$ cat config.mk
export PLATFORM = sky130hd
export DESIGN_NAME = midi_tx_arb
export DESIGN_NICKNAME = d
export VERILOG_FILES = /design/src/rtl/midi_tx_arb.sv
export SDC_FILE = /design/constraint.sdc
export NUM_CORES = 1
export LEC_CHECK = 0
export BUFFER_PORTS_ARGS = -buffer_cell sky130_fd_sc_hd__buf_2
export CAP_MARGIN = 20
export CORE_ASPECT_RATIO = 0.8
export CORE_MARGIN = 2
export CORE_UTILIZATION = 50
export CTS_CLUSTER_DIAMETER = 100
export DETAILED_ROUTE_END_ITERATION = 12
export GPL_ROUTABILITY_DRIVEN = 0
export GPL_TIMING_DRIVEN = 0
export PLACE_DENSITY = 0.79
export RECOVER_POWER = 25
export SYNTH_ARGS = -nofsm -noshare
export SYNTH_HDL_FRONTEND = slang
export SYNTH_SLANG_ARGS = --single-unit
$ cat constraint.sdc
create_clock -name clk -period 9.7 [get_ports clk]
set_input_delay 0.485 -clock clk [delete_from_list [all_inputs] [get_ports clk]]
set_output_delay 0.485 -clock clk [all_outputs]
set_load 0.03 [all_outputs]
$ cat src/rtl/midi_tx_arb.sv
// midi_tx_arb: round-robin arbiter feeding a single 31250-baud MIDI serialiser.
// Sources present whole messages (up to MAX_BYTES bytes); the granted message
// is latched at the accept edge and sent byte 0 first, with optional
// running-status compression of repeated channel status bytes.
//
// Handshake: midi_data_rdy[s] is a level "valid". When IDLE, the block grants
// one ready source per accept edge and answers with a one-cycle
// midi_data_rd[s] pulse registered at that edge. That pulse is the "ready".
// The source must drop rdy, or present its next message, in the cycle the
// pulse is visible. No grant is made in that cycle, so a discarded
// zero-length message cannot be re-granted before its source has reacted.
module midi_tx_arb #(
  parameter int NUM_SRC        = 4,
  parameter int MAX_BYTES      = 4,
  parameter int CLKS_PER_BIT   = 4,
  parameter int RUNNING_STATUS = 1,
  parameter int LW             = $clog2(MAX_BYTES + 1)
) (
  input  logic                           clk,
  input  logic                           rst,
  input  logic [NUM_SRC*MAX_BYTES*8-1:0] midi_data,
  input  logic [NUM_SRC*LW-1:0]          midi_len,
  input  logic [NUM_SRC-1:0]             midi_data_rdy,
  output logic [NUM_SRC-1:0]             midi_data_rd,
  output logic                           midi_tx,
  output logic                           busy,
  output logic [1:0]                     state_o
);

  localparam int SW = (NUM_SRC > 1) ? $clog2(NUM_SRC) : 1;
  localparam int BW = (MAX_BYTES > 1) ? $clog2(MAX_BYTES) : 1;
  localparam int CW = (CLKS_PER_BIT > 1) ? $clog2(CLKS_PER_BIT) : 1;
  localparam int MW = MAX_BYTES * 8;

  typedef enum logic [1:0] {
    IDLE  = 2'd0,
    START = 2'd1,
    DATA  = 2'd2,
    STOP  = 2'd3
  } state_t;

  state_t             state_q, state_d;
  logic [SW-1:0]      ptr_q, ptr_d;
  logic [MW-1:0]      buf_q, buf_d;
  logic [BW-1:0]      byte_q, byte_d;
  logic [BW-1:0]      last_q, last_d;
  logic [2:0]         bit_q, bit_d;
  logic [CW-1:0]      baud_q, baud_d;
  logic               tx_q, tx_d;
  logic               busy_q, busy_d;
  logic [NUM_SRC-1:0] rd_q, rd_d;
  logic [7:0]         rs_q, rs_d;
  logic               rs_v_q, rs_v_d;

  logic               grant_v;
  logic [SW-1:0]      grant_s;
  logic [MW-1:0]      sel_data;
  int                 sel_len;
  int                 first_idx;
  logic               skip;
  logic [7:0]         first_byte;
  logic [7:0]         cur_byte;
  logic [7:0]         nxt_byte;
  logic               baud_end;

  // Running-status register update for one byte that goes onto the line.
  function automatic logic [8:0] rs_upd(input logic [7:0] b, input logic [7:0] rs,
                                        input logic rv);
    if (b >= 8'h80 && b <= 8'hEF) return {1'b1, b};
    else if (b >= 8'hF0 && b <= 8'hF7) return {1'b0, rs};
    else return {rv, rs};
  endfunction

  // Round-robin search: first ready source at or above ptr, wrapping around.
  always_comb begin
    grant_v = 1'b0;
    grant_s = '0;
    for (int i = 0; i < NUM_SRC; i++) begin
      if (!grant_v && midi_data_rdy[(int'(ptr_q) + i) % NUM_SRC]) begin
        grant_v = 1'b1;
        grant_s = SW'((int'(ptr_q) + i) % NUM_SRC);
      end
    end
  end

  // Granted message: clamp length and decide whether its status byte is redundant.
  always_comb begin
    sel_data = midi_data[int'(grant_s)*MW +: MW];
    sel_len  = int'(midi_len[int'(grant_s)*LW +: LW]);
    if (sel_len > MAX_BYTES) sel_len = MAX_BYTES;
    skip = (RUNNING_STATUS != 0) && (sel_len >= 2) &&
           (sel_data[7:0] >= 8'h80) && (sel_data[7:0] <= 8'hEF) &&
           rs_v_q && (sel_data[7:0] == rs_q);
    first_idx  = skip ? 1 : 0;
    first_byte = sel_data[first_idx*8 +: 8];
  end

  // Byte currently on the line, the one after it, and end-of-bit strobe.
  always_comb begin
    cur_byte = buf_q[int'(byte_q)*8 +: 8];
    nxt_byte = buf_q[((int'(byte_q) + 1) % MAX_BYTES)*8 +: 8];
    baud_end = (baud_q == CW'(CLKS_PER_BIT - 1));
  end

  // Next-state logic: arbitration in IDLE, then start/data/stop bit timing.
  always_comb begin
    state_d = state_q;
    ptr_d   = ptr_q;
    buf_d   = buf_q;
    byte_d  = byte_q;
    last_d  = last_q;
    bit_d   = bit_q;
    baud_d  = baud_q;
    tx_d    = tx_q;
    busy_d  = busy_q;
    rd_d    = '0;
    rs_d    = rs_q;
    rs_v_d  = rs_v_q;
    case (state_q)
      IDLE: begin
        tx_d   = 1'b1;
        busy_d = 1'b0;
        if (grant_v && (rd_q == '0)) begin
          rd_d[grant_s] = 1'b1;
          ptr_d = SW'((int'(grant_s) + 1) % NUM_SRC);
          if (sel_len != 0) begin
            state_d = START;
            buf_d   = sel_data;
            byte_d  = BW'(first_idx);
            last_d  = BW'(sel_len - 1);
            bit_d   = '0;
            baud_d  = '0;
            tx_d    = 1'b0;
            busy_d  = 1'b1;
            {rs_v_d, rs_d} = rs_upd(first_byte, rs_q, rs_v_q);
          end
        end
      end
      START: begin
        if (baud_end) begin
          baud_d  = '0;
          bit_d   = '0;
          state_d = DATA;
          tx_d    = cur_byte[0];
        end else begin
          baud_d = baud_q + 1'b1;
        end
      end
      DATA: begin
        if (baud_end) begin
          baud_d = '0;
          if (bit_q == 3'd7) begin
            state_d = STOP;
            tx_d    = 1'b1;
          end else begin
            bit_d = bit_q + 3'd1;
            tx_d  = cur_byte[bit_q + 3'd1];
          end
        end else begin
          baud_d = baud_q + 1'b1;
        end
      end
      STOP: begin
        if (baud_end) begin
          baud_d = '0;
          if (byte_q == last_q) begin
            state_d = IDLE;
            busy_d  = 1'b0;
            tx_d    = 1'b1;
          end else begin
            byte_d  = byte_q + 1'b1;
            state_d = START;
            tx_d    = 1'b0;
            {rs_v_d, rs_d} = rs_upd(nxt_byte, rs_q, rs_v_q);
          end
        end else begin
          baud_d = baud_q + 1'b1;
        end
      end
      default: state_d = IDLE;
    endcase
  end

  // State registers; reset aborts any frame and returns the line high.
  always_ff @(posedge clk) begin
    if (rst) begin
      state_q <= IDLE;
      ptr_q   <= '0;
      buf_q   <= '0;
      byte_q  <= '0;
      last_q  <= '0;
      bit_q   <= '0;
      baud_q  <= '0;
      tx_q    <= 1'b1;
      busy_q  <= 1'b0;
      rd_q    <= '0;
      rs_q    <= '0;
      rs_v_q  <= 1'b0;
    end else begin
      state_q <= state_d;
      ptr_q   <= ptr_d;
      buf_q   <= buf_d;
      byte_q  <= byte_d;
      last_q  <= last_d;
      bit_q   <= bit_d;
      baud_q  <= baud_d;
      tx_q    <= tx_d;
      busy_q  <= busy_d;
      rd_q    <= rd_d;
      rs_q    <= rs_d;
      rs_v_q  <= rs_v_d;
    end
  end

  assign midi_data_rd = rd_q;
  assign midi_tx      = tx_q;
  assign busy         = busy_q;
  assign state_o      = state_q;

endmodule

==> results.cfg, run 1 <==
[cts]
clk_latency_ps = 340
postCtsSetupBuffers = 0
cts_inserted_buffers = 9
clk_pin_slew_ps = 60
cts-htree-levels = 3
hold_buffers = 0
cts_buffer_depth = 2
clock-sinks = 60
cts_resized = 0
cts_tree = done
cts_root_buffer = clkbuf_16

[die]
ioPinCount = 154
die_width_um = 111.3
die_y_um = 89.88
core_um2 = 8999
start_util = 0.5122
dieArea_um2 = 10010
rows = 31

[synth]
syn_nets = 749
synth_top_area_frac = 0.2606
synthesis.area_um2 = 4609
synth_edf_count = 0
synth_seq_cells = 60
yosys.area.top_type = dfxtp_1
yosysWarnings = 0
avgSynthCellArea_um2 = 7.799
synthTopCellsByArea = dfxtp_1 (26%), mux4_2 (8.8%), nand2_1 (8.6%), nor2_1 (6.0%), mux2i_1 (5.9%)
seq_area_frac_synth = 0.2606
async_reset_ff_frac = 0
syn_inst = 591
synth_ff_type = dfxtp_1
synth_cell_type_count = 60

[critical_path]
critPathKind = flip-flop to flip-flop
critical_path_arrival_ps = 4700
cp-start-kind = flip-flop
cp_max_fo = 11
required_ps = 9910
cp-end-kind = flip-flop

[global_routing]
grt_overflow = 0
grt_first_pass_wirelength_mm = 24.78
grt_pass1_vias = 5096
grt_usage = 0.3052
antenna_found_initial = 0
grt_max_degree = 12

[sta]
fmax_mhz = 222.4
finalSetupViolations = 0
hold_slack_ps = 474.4
max_slew.worst_pin.slew_ps = 772.2
setup_tns_ps = 0
period_minus_slack_ps = 4496
slew_headroom = 0.4852
hold_viol = 0
rsz0062_at_grt = false
finalMaxSlewViolations = 0
fin_worst_skew_ps = 9.066
min_period_over_period = 0.4635

[drt]
drc_errors = 0
wl_mm = 15.22
avgRoutedWirePerCell_um = 17.39
drt_iter0_drc = 455
dr.pass1.iters = 8
vias = 5225
via_per_inst = 5.971
ant_nets = 0

[final_layout]
drive_gt1_frac = 0.2829
final_nets = 913
antenna_cells = 0
nFillCells = 763
finalNonFillerCells = 875
area_growth_syn_to_layout_pct = 26.19

[pwr]
swShare = 0.4543
seqPwrFrac = 0.233
leakage_nw = 2.583
peakVddDrop_v = 0.0001418
power_density_nw_per_um2 = 280.1
clock_power_share = 0.211
pwr-share-comb = 0.556
intPower_w = 0.0008892
switching_power_w = 0.0007403

[worst_hold_path]
hold_class = flip-flop to flip-flop

[place]
placed_cells = 859
port_buffers = 153
dp_hpwl_mm = 11.95

[outcome]
status = completed

[run]
cap_violations = 0
==> power by group through the flow <==
| stage | clock network (W) | registers [W] | logic [W] |
|---|---|---|---|
| floorplan | 0 | 0.000379 | 0.000643 |
| global placement | 0 | 0.000375 | 0.000851 |
| detailed placement | 0 | 0.000380 | 0.000886 |
| CTS | 0.000342 | 0.000376 | 0.000894 |
| global route | 0.000353 | 0.000386 | 0.000993 |
| finish | 0.000343 | 0.000380 | 0.000907 |
==> state kept, by name, summed over array words and instances, names as in the netlist <==
| signal | flops |
|---|---|
| midi_tx | 1 |
| state_o | 2 |
| buf_q | 32 |
| rs_v_q | 1 |
| busy | 1 |
| midi_data_rd | 4 |
| rs_q | 8 |
| ptr_q | 2 |
| byte_q | 2 |
| bit_q | 3 |
| baud_q | 2 |
| last_q | 2 |
==> placed cells by master (no fill, tap or decap), types with 16 or more instances in the layout <==
master    count
mux2i_1      27
nand3_1      33
a311oi_1     16
and3_1       20
nor2_1       74
buf_2       146
nand2_1     105
o21ai_0      19
a21oi_1      44
dfxtp_1      60
clkbuf_1     39
mux4_2       18
==> routing by layer <==
layer | wire [µm] | GRT usage | up-vias
li1 | - | - | 2442
met2 | 7083 | 0.5020 | 320
met4 | 403 | 0.1091 | 0
met3 | 1636 | 0.09103 | 43
met1 | 6094 | 0.3820 | 2420
met5 | 0 | 0 | -
==> metrics by stage <==
stage / setup WS [ps] / cell area (µm²) / util / total power [W]
floorplan: 6372 / 4609 / - / 0.001022
CTS: 5794 / 5837 / 0.6486 / 0.001612
global route: 4720 / 5817 / 0.6464 / 0.001731
detailed placement: 5432 / 5519 / 0.6133 / 0.001266
global placement: 5555 / 5519 / 0.6133 / 0.001226
finish: 5204 / 5817 / 0.6464 / 0.001629
==> cell families (layout without fill, tap and decap cells) <==
logic type	Yosys count	in the layout	share of synthesized area
xor gates and xnor gates	4	4	0.007602
buffers and inverters	53	222	0.05320
adders and majority gates	12	12	0.03257
and+or+nand+nor	276	276	0.2725
muxes	56	56	0.1735
AOI/OAI and AO/OA	130	130	0.2001
DFF	60	60	0.2606
==> worst max-delay path, cell delays in order (launching register included) <==
cell and delay (ps):
dfxtp_1 360, nor2b_1 90, o21ba_1 170, clkbuf_1 230
nor2_4 160, clkbuf_1 570, clkbuf_1 460, clkbuf_1 420
nand3_1 120, nand3_1 170, ha_1 160, nand2_1 80
a21boi_0 610, nor2_1 280, o2111ai_1 150, o22ai_1 160
mux2i_1 150
==> area by class of cell <==
| cell class | instances | area (µm²) | share of cell area |
|---|---|---|---|
| multi-input cells | 478 | 3163 | 0.5438 |
| flip-flops and latches | 60 | 1201 | 0.2065 |
| repair buffers | 153 | 755.7 | 0.1299 |
| clock buffers | 10 | 229.0 | 0.03936 |
| plain buffers | 42 | 192.7 | 0.03313 |
| well taps | 115 | 143.9 | 0.02474 |
| clock inverters | 6 | 88.84 | 0.01527 |
| inverters | 11 | 42.54 | 0.007313 |
==> synthesized netlist by cell type, types with 4 or more instances <==
cell type,count
nand2_1,105
nor2_1,74
dfxtp_1,60
a21oi_1,44
nand3_1,33
clkbuf_1,27
mux2i_1,27
and3_1,20
o21ai_0,19
mux4_2,18
a311oi_1,16
ha_1,12
a211oi_2,11
inv_1,10
mux2_2,9
nor3_1,8
nor2b_1,7
a22oi_1,6
buf_1,6
a211oi_1,5
and2_1,5
buf_6,5
nand2b_1,5
o21a_1,5
a21o_1,4
or2_2,4
==> final timing paths <==
| check | slack [ps] | cells after the start | from | end |
|---|---|---|---|---|
| min reg2reg | 470 | 2 | bit_q[2] | bit_q[2] |
| max | 5200 | 16 | ptr_q[0] | rs_v_q |
| max reg2reg | 5200 | 16 | ptr_q[0] | rs_v_q |
| min | 470 | 2 | bit_q[2] | bit_q[2] |
Power figures use the tool's default switching activity.
==> inputs of run 2 (changes only) <==
- CORE_UTILIZATION: 50 -> 47
- PLACE_DENSITY: 0.79 -> 0.78
- clock period: 9.7 -> 3.92 ns (I/O delays scaled with it)
==> results.cfg, run 2 (same netlist as run 1, synthesis figures left out) <==
[outcome]
status = completed

[sta]
fmax_mhz = 274.6
finalSetupViolations = 0
hold_viol = 0
finalMaxSlewViolations = 0
period_minus_slack_ps = 3642
slew_headroom = 0.5332
rsz0062_at_grt = false
max_slew.worst_pin.slew_ps = 700.3
worst_slack_ps = 278.4
min_period_over_period = 0.9290
setup_tns_ps = 0
fin_worst_skew_ps = 6.768

[pwr]
peakVddDrop_v = 0.0002615
pwr-share-comb = 0.569
switching_power_w = 0.001823
leakage_nw = 2.589
swShare = 0.4664
power_density_nw_per_um2 = 675.0
intPower_w = 0.002086
seqPwrFrac = 0.240
clock_power_share = 0.191

[final_layout]
largest_reg_flops = 32
final-seq-area_um2 = 1201
nFillCells = 861
layout_common_cells = buf_2 (148), nand2_1 (105), nor2_1 (73), dfxtp_1 (60), a21oi_1 (44)
top_register = buf_q
area_growth_syn_to_layout_pct = 25.62
drive_gt1_frac = 0.2942
final_nets = 911
final_common_cell = buf_2
antenna_cells = 0
postLayoutCoreUtil = 0.6026
multi_input_area_um2 = 3162

[cts]
cts_tree = done
clock-sinks = 60
cts_buffer_depth = 2
clk_pin_slew_ps = 60
postCtsSetupBuffers = 0
cts_root_buffer = clkbuf_16
cts-htree-levels = 3
cts_inserted_buffers = 9
clk_latency_ps = 340

[critical_path]
critical_path_arrival_ps = 3890
path_buf_inv = 4
required_ps = 4170
critPathSlowestCell = a211oi_4
cp-start-kind = flip-flop
r2r-end = rs_q[6]
r2r_start = ptr_q[1]
r2r_setup_slack_ps = 280
cp_slowest_stage_delay_ps = 470
cp_max_fo = 11
critPathKind = flip-flop to flip-flop
reg2reg_depth = 16
worstPathCellList = nand2_1 -> a211oi_4 -> nor2_4 -> buf_6 -> clkbuf_1 -> clkbuf_2 -> nand3_1 -> nand3_1 -> ha_1 -> nand2_1 -> a21boi_1 -> a211oi_1 -> o211a_4 -> buf_6 -> nor2_1 -> a211oi_2
cp-end-kind = flip-flop
crit_start = ptr_q[1]
critPathTopFamily = compound AO/OA/AOI/OAI gates

[worst_hold_path]
hold_class = input port to flip-flop
hp-start = rst
worstHoldPathCells = 3
whs_endpoint = rs_v_q

[global_routing]
antenna_found_initial = 0
grt_overflow = 0
grt_pass1_vias = 5009
grt_first_pass_wirelength_mm = 24.07
grt_usage = 0.2889
grt_max_degree = 20

[die]
die_y_um = 92.58
core_um2 = 9609
dieArea_um2 = 10620
rows = 32
ioPinCount = 154
die_width_um = 114.7
start_util = 0.4797

[drt]
drc_errors = 0
wl_mm = 15.15
dr.pass1.iters = 5
vias = 5234
avgRoutedWirePerCell_um = 17.27
via_per_inst = 5.968
drt_iter0_drc = 375
ant_nets = 0

[run]
cap_violations = 0

[place]
port_buffers = 153
pre_cts_ws_ps = 26.24
dp_hpwl_mm = 12.07
## run 2: cell types whose count changed in the layout (fill, tap and decap cells not counted), moves of 2 or more
cell,before,now
clkbuf_1,39,33
buf_1,6,3
clkbuf_2,0,3
inv_6,0,3
buf_2,146,148
bufinv_16,2,0
## run 2: worst reg2reg max path, stage by stage, from the launching register on
cell      delay, ps
dfxtp_1         400
nand2_1         140
a211oi_4        470
nor2_4           60
buf_6           170
clkbuf_1        230
clkbuf_2        270
nand3_1         120
nand3_1         150
ha_1            240
nand2_1          90
a21boi_1        170
a211oi_1        320
o211a_4         280
buf_6           170
nor2_1           60
a211oi_2        210
## run 2: worst max path at each step
stage,slack [ps],end,depth (start not counted)
3_3_place_gp,100,rs_q[6],18
5_1_grt,90,buf_q[1],16
4_1_cts,80,rs_v_q,16
2_1_floorplan,810,rs_q[6],18
6_report,280,rs_q[6],16
3_5_place_dp,30,rs_q[6],19
## run 2: cell type report
class,instances,area share
Sequential cell,60,0.2074
Clock buffer,9,0.03889
Clock inverter,7,0.009723
Buffer,40,0.03436
Multi-Input combinational cell,478,0.5460
Tap cell,119,0.02571
Timing Repair Buffer,153,0.1305
Inverter,11,0.007347
## run 2: power groups by stage
stage                     sequential, W  clock (W)  combinational, W
final                          0.000938   0.000748           0.00222
after global routing           0.000961   0.000772           0.00245
after detailed placement       0.000942          0           0.00217
after floorplan                0.000939          0           0.00159
after global placement         0.000930          0           0.00211
after CTS                      0.000930   0.000751           0.00219
## run 2: repair_timing
action | in CTS | in global routing
gates resized for setup | 0 | 7
hold buffers | 0 | 0
pin swaps | 0 | 0
endpoints found under the setup margin | 1 | 41
## run 2: through the flow
stage / power, W / hold WS (ps) / cell area [µm²] / instances
2_1_floorplan: 0.002529 / 376.3 / 4609 / 591
3_3_place_gp: 0.003040 / 461.2 / 5524 / 863
3_5_place_dp: 0.003115 / 467.3 / 5524 / 863
4_1_cts: 0.003870 / 230.9 / 5802 / 878
5_1_grt: 0.004183 / 258.1 / 5791 / 877
6_report: 0.003909 / 244.9 / 5791 / 877
## run 2: layer usage
| metal | track usage | wire, µm | vias to the layer above |
|---|---|---|---|
| met3 | 0.06545 | 1440 | 40 |
| li1 | - | - | 2445 |
| met4 | 0.1275 | 505 | 0 |
| met5 | 0 | 0 | - |
| met1 | 0.3616 | 6188 | 2433 |
| met2 | 0.4768 | 7013 | 316 |
==> inputs of run 3 (changes only) <==
- ABC_AREA: not set -> 1
- CORE_UTILIZATION: 47 -> 48
- PLACE_DENSITY: 0.78 -> 0.86
==> results.cfg, run 3 <==
[outcome]
status = completed

[synth]
yosys-top-cells-count = nand2_1 (190), o21ai_0 (96), inv_1 (87)
synthSimpleGateAreaFrac = 0.3591
synthTopCellsByArea = dfxtp_1 (24%), nand2_1 (14%), o21ai_0 (9.5%), nand3_1 (6.7%), a21oi_1 (6.5%)
synth_compound_area_frac = 0.2502
avgSynthCellArea_um2 = 6.009
synth_cell_type_count = 44
syn_inst = 842
synth_top_area_frac = 0.2374
synth_xor_area_frac = 0.003462
synth_most_common_cell = nand2_1
synth_edf_count = 0
synth_ff_type = dfxtp_1
synthMuxAreaShare = 0
syn_nets = 1000
synth_top_family_by_area = simple AND/OR/NAND/NOR gates
synth_adder_area_share = 0.02967
yosys.area.top_type = dfxtp_1
synth_seq_cells = 60
synthesis.area_um2 = 5060
seq_area_frac_synth = 0.2374
yosysWarnings = 0
async_reset_ff_frac = 0

[cts]
clk_pin_slew_ps = 50
cts-htree-levels = 3
cts_root_buffer = clkbuf_16
cts_inserted_buffers = 9
clk_latency_ps = 330
cts_tree = done
clock-sinks = 60
cts_buffer_depth = 2

[place]
port_buffers = 153
pre_cts_ws_ps = -372.1
dp_hpwl_mm = 13.31
placed_cell_area_um2 = 6001

[critical_path]
worstPathCellList = buf_4 -> nand2_1 -> nand3_1 -> nand2_1 -> nand2_1 -> nand2_1 -> nand2_4 -> nand3_4 -> inv_4 -> clkbuf_2 -> nand2_1 -> nand3_1 -> o211ai_1 -> ha_1 -> nand2_1 -> nand3_2 -> nand2_2 -> inv_1 -> nor3_4 -> nand3_4 -> buf_6 -> nand2_1 -> nand2_1 -> nor2_1
critPathTopFamily = simple AND/OR/NAND/NOR gates
cp_slowest_stage_delay_ps = 340
critPathSlowestCell = dfxtp_1
path_buf_inv = 5
cp_max_fo = 17
cp-end-kind = flip-flop
critical_path_arrival_ps = 3810
cp-start-kind = flip-flop
crit_top_cell = nand2_1
required_ps = 4180
critPathKind = flip-flop to flip-flop

[final_layout]
final_nets = 1162
top_register = buf_q
fin_area_um2 = 6356
largest_reg_flops = 32
final_common_cell = nand2_1
antenna_cells = 0
drive_gt1_frac = 0.2173
layout_common_cells = nand2_1 (189), buf_2 (152), o21ai_0 (96), inv_1 (87), nor2_1 (78)
area_growth_syn_to_layout_pct = 25.62

[sta]
finalSetupViolations = 0
hold_viol = 0
finalMaxSlewViolations = 0
rsz0062_at_grt = false
slew_headroom = 0.6366
period_minus_slack_ps = 3549
hold_slack_ps = 134.0
fmax_mhz = 281.7
max_slew.worst_pin.slew_ps = 545.0
fin_worst_skew_ps = 8.387
min_period_over_period = 0.9055
worst_slack_ps = 370.6

[die]
ioPinCount = 154
rows = 33
die_width_um = 118.8
die_y_um = 95.83
start_util = 0.4941
core_um2 = 10240
dieArea_um2 = 11380

[drt]
drc_errors = 0
vias = 6406
dr.pass1.iters = 6
drt_iter0_drc = 733
wl_mm = 16.91
ant_nets = 0
avgRoutedWirePerCell_um = 14.73
via_per_inst = 5.580

[global_routing]
grt_max_degree = 20
grt_overflow = 0
antenna_found_initial = 0
grt_first_pass_wirelength_mm = 27.01
grt_usage = 0.2940
grt_pass1_vias = 5769

[run]
cap_violations = 0

[worst_hold_path]
hold_class = input port to flip-flop
run 3: cell types whose count changed in the layout (fill, tap and decap cells not counted), sizes merged, moves of 21 or more:
| cell | previous run | this run |
|---|---|---|
| a21oi | 44 | 66 |
| and3 | 21 | 0 |
| inv | 13 | 93 |
| mux2i | 27 | 0 |
| nand2 | 105 | 202 |
| nand3 | 33 | 78 |
| nand4 | 3 | 28 |
| o21ai | 20 | 97 |
run 3: layout make-up:
class	count	area, µm²
Multi-Input combinational cell	635	3269
Buffer	46	237.7
Inverter	98	372.9
Timing Repair Buffer	154	763.2
Sequential cell	60	1202
Clock buffer	12	266.5
Fill cell	1051	3884
Tap cell	140	175.2
Clock inverter	3	68.82
run 3: layer usage:
metal / global-route usage / vias to the layer above / wire, µm
li1: - / 3173 / -
met3: 0.08472 / 25 / 1913
met2: 0.4794 / 348 / 7541
met4: 0.06944 / 0 / 203
met5: 0 / - / 0
met1: 0.3871 / 2860 / 7247
run 3: kinds of logic (layout without fill, tap and decap cells):
logic type	after synthesis	in the layout
AND/OR/NAND/NOR	399	399
AO/OA/AOI/OAI	222	222
buffers and inverters	147	313
flip-flops	60	60
adder cells (fa/ha/maj)	12	12
XOR/XNOR	2	2
run 3: worst register-to-register path: stages, from the launching register on:
cell and delay (ps):
dfxtp_1 340, buf_4 180, nand2_1 100, nand3_1 120
nand2_1 80, nand2_1 100, nand2_1 90, nand2_4 110
nand3_4 150, inv_4 190, clkbuf_2 250, nand2_1 70
nand3_1 70, o211ai_1 170, ha_1 260, nand2_1 100
nand3_2 140, nand2_2 150, inv_1 80, nor3_4 190
nand3_4 150, buf_6 170, nand2_1 50, nand2_1 40
nor2_1 120
run 3: path summary, 6_finish.rpt:
check | startpoint | end | slack (ps) | depth (start not counted)
setup / recovery | ptr_q[0] | rs_q[5] | 370 | 24
hold / removal | rst | buf_q[13] | 130 | 2
setup reg to reg | ptr_q[0] | rs_q[5] | 370 | 24
hold reg to reg | buf_q[29] | buf_q[29] | 470 | 2
run 3: repair_timing:
| action | CTS | global route |
|---|---|---|
| hold buffers | 0 | 0 |
| setup buffers | 0 | 1 |
| setup endpoints to repair | 31 | 34 |
| pin swaps | 0 | 2 |
| resized for setup | 3 | 13 |
run 3: metrics by stage:
| stage | setup TNS [ps] | utilization | std cells |
|---|---|---|---|
| global route | 0 | 0.6207 | 1148 |
| finish | 0 | 0.6207 | 1148 |
| floorplan | 0 | - | 842 |
| CTS | 0 | 0.6189 | 1148 |
| detailed placement | -4086 | 0.5860 | 1135 |
| global placement | -3078 | 0.5860 | 1135 |
Power of run 3 is left out: the tool's default activity adds up to more than one toggle a clock period on the data nets, which glitch-free logic cannot reach.
